==> src/rtl/md5_iter_core.sv <==
// rtl/md5_iter_core.sv - iterative MD5 compression core with multi-block chaining
// Runs ROUNDS_PER_CYCLE chained steps per clock over a latched 512-bit block.
module md5_iter_core #(
    parameter int ROUNDS_PER_CYCLE = 1
) (
    input  logic         clk,
    input  logic         rst_n,
    input  logic         init,
    input  logic         blk_valid,
    output logic         blk_ready,
    input  logic [511:0] blk_data,
    output logic [127:0] digest,
    output logic         digest_valid
);

    if (ROUNDS_PER_CYCLE != 1 && ROUNDS_PER_CYCLE != 2 && ROUNDS_PER_CYCLE != 4 &&
        ROUNDS_PER_CYCLE != 8 && ROUNDS_PER_CYCLE != 16) begin : g_bad_rpc
        $error("md5_iter_core: ROUNDS_PER_CYCLE must be 1, 2, 4, 8 or 16");
    end

    localparam logic [3:0][31:0] IV = {32'h10325476, 32'h98badcfe, 32'hefcdab89, 32'h67452301};
    localparam logic [6:0] LAST_I = 7'(64 - ROUNDS_PER_CYCLE);

    localparam logic [0:15][4:0] S_TAB = {
        5'd7, 5'd12, 5'd17, 5'd22, 5'd5, 5'd9, 5'd14, 5'd20,
        5'd4, 5'd11, 5'd16, 5'd23, 5'd6, 5'd10, 5'd15, 5'd21};

    localparam logic [0:63][31:0] T_TAB = {
        32'hd76aa478, 32'he8c7b756, 32'h242070db, 32'hc1bdceee,
        32'hf57c0faf, 32'h4787c62a, 32'ha8304613, 32'hfd469501,
        32'h698098d8, 32'h8b44f7af, 32'hffff5bb1, 32'h895cd7be,
        32'h6b901122, 32'hfd987193, 32'ha679438e, 32'h49b40821,
        32'hf61e2562, 32'hc040b340, 32'h265e5a51, 32'he9b6c7aa,
        32'hd62f105d, 32'h02441453, 32'hd8a1e681, 32'he7d3fbc8,
        32'h21e1cde6, 32'hc33707d6, 32'hf4d50d87, 32'h455a14ed,
        32'ha9e3e905, 32'hfcefa3f8, 32'h676f02d9, 32'h8d2a4c8a,
        32'hfffa3942, 32'h8771f681, 32'h6d9d6122, 32'hfde5380c,
        32'ha4beea44, 32'h4bdecfa9, 32'hf6bb4b60, 32'hbebfbc70,
        32'h289b7ec6, 32'heaa127fa, 32'hd4ef3085, 32'h04881d05,
        32'hd9d4d039, 32'he6db99e5, 32'h1fa27cf8, 32'hc4ac5665,
        32'hf4292244, 32'h432aff97, 32'hab9423a7, 32'hfc93a039,
        32'h655b59c3, 32'h8f0ccc92, 32'hffeff47d, 32'h85845dd1,
        32'h6fa87e4f, 32'hfe2ce6e0, 32'ha3014314, 32'h4e0811a1,
        32'hf7537e82, 32'hbd3af235, 32'h2ad7d2bb, 32'heb86d391};

    typedef enum logic [1:0] {S_IDLE, S_RUN, S_FINAL} state_t;

    state_t            state_q, state_d;
    logic [3:0][31:0]  h_q;
    logic [31:0]       m_q [16];
    logic [31:0]       a_q, b_q, c_q, d_q;
    logic [31:0]       sa, sb, sc, sd;
    logic [6:0]        i_q;
    logic              accept;

    always_ff @(posedge clk or negedge rst_n) begin
        if (!rst_n) state_q <= S_IDLE;
        else        state_q <= state_d;
    end

    always_comb begin
        state_d = state_q;
        case (state_q)
            S_IDLE:  if (blk_valid) state_d = S_RUN;
            S_RUN:   if (i_q == LAST_I) state_d = S_FINAL;
            S_FINAL: state_d = S_IDLE;
            default: state_d = S_IDLE;
        endcase
    end

    always_comb begin
        blk_ready = (state_q == S_IDLE);
    end

    assign accept = blk_valid & blk_ready;

    // Chain R steps combinationally; i_q is always a multiple of R inside RUN.
    always_comb begin : step_chain
        logic [31:0] f, sum, rot;
        logic [5:0]  idx;
        logic [3:0]  g;
        logic [4:0]  s;
        sa = a_q; sb = b_q; sc = c_q; sd = d_q;
        f = '0; sum = '0; rot = '0; idx = '0; g = '0; s = '0;
        for (int k = 0; k < ROUNDS_PER_CYCLE; k++) begin
            idx = i_q[5:0] + 6'(k);
            case (idx[5:4])
                2'd0: begin f = (sb & sc) | (~sb & sd); g = idx[3:0];     end
                2'd1: begin f = (sb & sd) | (sc & ~sd); g = 4'(5*idx + 1); end
                2'd2: begin f = sb ^ sc ^ sd;          g = 4'(3*idx + 5); end
                default: begin f = sc ^ (sb | ~sd);    g = 4'(7*idx);     end
            endcase
            s   = S_TAB[{idx[5:4], idx[1:0]}];
            sum = sa + f + m_q[g] + T_TAB[idx];
            rot = (sum << s) | (sum >> (6'd32 - {1'b0, s}));
            sa  = sd;
            sd  = sc;
            sc  = sb;
            sb  = sb + rot;
        end
    end

    // Working registers, block buffer and step counter carry no reset: they are
    // reloaded on every accept and never reach the outputs directly.
    always_ff @(posedge clk) begin
        if (accept) begin
            for (int j = 0; j < 16; j++) m_q[j] <= blk_data[32*j +: 32];
            a_q <= init ? IV[0] : h_q[0];
            b_q <= init ? IV[1] : h_q[1];
            c_q <= init ? IV[2] : h_q[2];
            d_q <= init ? IV[3] : h_q[3];
            i_q <= '0;
        end else if (state_q == S_RUN) begin
            a_q <= sa;
            b_q <= sb;
            c_q <= sc;
            d_q <= sd;
            i_q <= i_q + 7'(ROUNDS_PER_CYCLE);
        end
    end

    always_ff @(posedge clk or negedge rst_n) begin
        if (!rst_n) begin
            h_q          <= IV;
            digest       <= '0;
            digest_valid <= 1'b0;
        end else begin
            digest_valid <= 1'b0;
            if (accept && init) h_q <= IV;
            if (state_q == S_FINAL) begin
                h_q[0]       <= h_q[0] + a_q;
                h_q[1]       <= h_q[1] + b_q;
                h_q[2]       <= h_q[2] + c_q;
                h_q[3]       <= h_q[3] + d_q;
                digest       <= {h_q[3] + d_q, h_q[2] + c_q, h_q[1] + b_q, h_q[0] + a_q};
                digest_valid <= 1'b1;
            end
        end
    end

endmodule

==> config.mk <==
export PLATFORM = sky130hd
export DESIGN_NAME = md5_iter_core
export DESIGN_NICKNAME = d
export VERILOG_FILES = /design/src/rtl/md5_iter_core.sv
export SDC_FILE = /design/constraint.sdc
export NUM_CORES = 2
export LEC_CHECK = 0
export CAP_MARGIN = 20
export CORE_MARGIN = 10
export CORE_UTILIZATION = 53
export DETAILED_ROUTE_END_ITERATION = 7
export PLACE_DENSITY = 0.76
export SYNTH_ARGS = -nofsm -noshare
export SYNTH_HDL_FRONTEND = slang
export SYNTH_SLANG_ARGS = --single-unit
==> constraint.sdc <==
create_clock -name clk -period 26.3 [get_ports clk]
set_input_delay 5.26 -clock clk [delete_from_list [all_inputs] [get_ports clk]]
set_output_delay 5.26 -clock clk [all_outputs]
set_load 0.1 [all_outputs]
==> flow_metrics.tcl <==
set metrics [dict create \
    run_status "completed" \
    seq_area_um2 25900 \
    critical_path.startpoint_type "register" \
    crit_cells 42 \
    min_period_ns 13.40 \
    worstMarginPinSlew_ns 1.22 \
    final_cell_mix "clkdlybuf4s50_1, edfxtp_1, nand2_1, a21oi_1, nor2_1" \
    synth.distinct_cells 101 \
    worst-setup-path-type "reg -> reg" \
    finalSetupViolCount 0 \
    cts_tree "built" \
    rows 116 \
    rrSetupSlack_ns 12.90 \
    crit_fanout 48 \
    cts_root_buf "clkbuf_16" \
    reg2reg_depth 42 \
    cp_top_family "compound AO/OA/AOI/OAI gates" \
    gp_congestion 1.01 \
    ctsResizeCount 0 \
    ys_seq_area_share_pct 48.1 \
    portBuffers 645 \
    final_common_cell "clkdlybuf4s50_1" \
    num_vias 44300 \
    clkLatencyLatePin_ns 0.72 \
    drive_above_1_share_pct 9.67 \
    nets 6384 \
    start_util_pct 53.6 \
    grt_util_all_layers_pct 33.4 \
    coreArea_um2 100000 \
    die_area_um2 115000 \
    ir_drop_v 0.0000626 \
    chipHeight_um 339 \
    post-route-drc-count 0 \
    cpPeakStageDelay_ns 0.89 \
    grt_first_pass_wirelength_um 289000 \
    vias_per_cell 6.28 \
    cp.arrival_ns 13.82 \
    dpl-instance-area_um2 61600 \
    required_ns 26.72 \
    r2r-end "b_q[30]" \
    max_freq_ghz 0.0746 \
    grt_pass1_vias 43300 \
    drtIter0Drc 5369 \
    area_growth_pct 20.7 \
    r2r_start "i_q[2]" \
    power_density_nw_per_um2 46.6 \
    p_leak_nw 25.1 \
    avgSynthCellArea_um2 10.7 \
    ctsHoldBuffers 0 \
    post_drt_wl_per_cell_um 28.3 \
    min_from "i_q[6]" \
    cp.buffers_inverters 5 \
    synth_edf_count 640 \
    cp-end-kind "register" \
    final_util_pct 64.7 \
    cap_violations 0 \
    synthesis.area_um2 53800 \
    finalCritPeriodShare_pct 50.9 \
    slew_headroom_pct 18.3 \
    rsz0062_at_grt "no" \
    syn_inst 5041 \
    hp-class "reg -> reg" \
    cts_buffer_depth 3 \
    syn_nets 5851 \
    fin_area_um2 65000 \
    multi_input_area_um2 26300 \
    cts.sink_count 906 \
    holdPathStages 1 \
    overflow 0 \
    hpwl_um 150000 \
    grt_max_degree 168 \
    cts_buffers 97 \
    finalHoldViolations 0 \
    antenna_found_initial 69 \
    postCtsSetupBuffers 0 \
    min_to "state_q[1]" \
    final.setup.tns_ns 0 \
    ys_warn_count 0 \
    cts_max_level 3 \
    crit_slowest_cell "o21ai_0" \
    path_clk_slew_ns 0.06 \
    ios 646 \
    dieWidth_um 339 \
    ys_ff_latch 906 \
    wl_um 199000 \
    drt-pass1-iter-count 6 \
    synth-main-ff-cell "edfxtp_1" \
    skew_ns 0.0385 \
    slew_violations 0 \
    fillers 7893 \
    antenna_left 0 \
    synthArstFlopShare_pct 28.6 \
]
[synth_stat cells (all sizes together) (10+ instances only)]
| cell | count | area share [%] |
|---|---|---|
| edfxtp | 640 | 36 |
| nand2 | 625 | 4.4 |
| a21oi | 390 | 3.6 |
| o21ai | 389 | 3.6 |
| nor2 | 387 | 2.7 |
| ha | 222 | 5.2 |
| clkbuf | 213 | 1.5 |
| dfrtp | 195 | 9.1 |
| inv | 162 | 1.1 |
| mux4 | 138 | 5.8 |
| xnor2 | 138 | 2.3 |
| nor3 | 125 | 1.2 |
| a211oi | 118 | 1.7 |
| mux2i | 111 | 2.1 |
| a21o | 110 | 1.5 |
| buf | 72 | 0.59 |
| fa | 72 | 2.7 |
| xor2 | 68 | 1.1 |
| nand3 | 65 | 0.60 |
| dfstp | 64 | 3.1 |
| nand3b | 61 | 0.85 |
| nor2b | 61 | 0.71 |
| a31oi | 60 | 0.70 |
| or2 | 47 | 0.55 |
| o21a | 42 | 0.59 |
| o211ai | 38 | 0.53 |
| nand2b | 32 | 0.37 |
| and3 | 31 | 0.36 |
| mux2 | 27 | 0.57 |
| o31ai | 26 | 0.36 |
| or3 | 22 | 0.26 |
| nand4 | 21 | 0.24 |
| o22ai | 19 | 0.22 |
| a211o | 18 | 0.30 |
| a21boi | 17 | 0.24 |
| o21bai | 16 | 0.22 |
| a2111oi | 15 | 0.30 |
| and2 | 15 | 0.17 |
| o221ai | 13 | 0.21 |
| a221o | 10 | 0.19 |
| nor4 | 10 | 0.14 |
[state kept, by name, summed over array words and instances (netlist names)]
signal        flops
m_q             512
i_q               7
state_q           2
h_q             128
digest_valid      1
digest          128
a_q              32
b_q              32
d_q              32
c_q              32
[worst reg2reg max path, delay by kind of cell (launching register included)]
kind | cells | cell delay [ns]
AOI/OAI and AO/OA | 16 | 4.84
xor gates and xnor gates | 3 | 0.51
adders and majority gates | 8 | 3.13
buffers and inverters | 5 | 1.60
DFF | 1 | 0.31
muxes | 5 | 1.72
and+or+nand+nor | 5 | 1.03
[report_power, final]
part	internal [mW]	switching [mW]
Clock	0.799	0.609
Sequential	1.53	0
Combinational	0.0681	0.0264
Total	2.39	0.636
[stage by stage]
| step | setup slack (ns) | instances | power (mW) | hold WS, ns |
|---|---|---|---|---|
| after global routing | 12.27 | 7040 | 3.10 | 0.486 |
| after floorplan | 5.27 | 5041 | 1.56 | 0.423 |
| after detailed placement | 13.08 | 6830 | 1.65 | 0.446 |
| after CTS | 13.04 | 7011 | 3.04 | 0.456 |
| final | 12.90 | 7048 | 3.03 | 0.460 |
| after global placement | 13.42 | 6828 | 1.65 | 0.436 |
[worst max path at each step]
stage / from / end / slack, ns
2_1_floorplan: blk_valid / c_q[1] / 5.27
3_3_place_gp: i_q[2] / b_q[30] / 13.42
3_5_place_dp: i_q[2] / b_q[30] / 13.08
4_1_cts: i_q[2] / b_q[30] / 13.04
5_1_grt: i_q[2] / b_q[30] / 12.27
6_report: i_q[2] / b_q[30] / 12.90
[routing by layer]
layer	track usage, %	routed length, µm	up-vias
met4	18.6	11400	42
met1	39.9	71800	21700
met5	0	291	-
li1	-	-	19700
met2	55.1	97100	2286
met3	8.28	18800	481
[logic make-up after synthesis]
group | after synthesis | share of synthesized area, %
multiplexers | 276 | 8.43
XOR/XNOR | 208 | 3.47
AND/OR/NAND/NOR | 1526 | 12.9
flip-flops | 906 | 48.1
AO/OA/AOI/OAI | 1382 | 16.0
adder cells (fa/ha/maj) | 295 | 7.86
buffers and inverters | 448 | 3.21
[layout make-up]
type / count / share of cell area (%)
Timing Repair Buffer: 719 / 10.9
Inverter: 163 / 0.957
Clock buffer: 124 / 4.02
Multi-Input combinational cell: 3687 / 40.4
Clock inverter: 57 / 1.03
Antenna cell: 35 / 0.135
Tap cell: 1357 / 2.61
Sequential cell: 906 / 39.9
No activity file was read; power rests on OpenSTA's default activity.
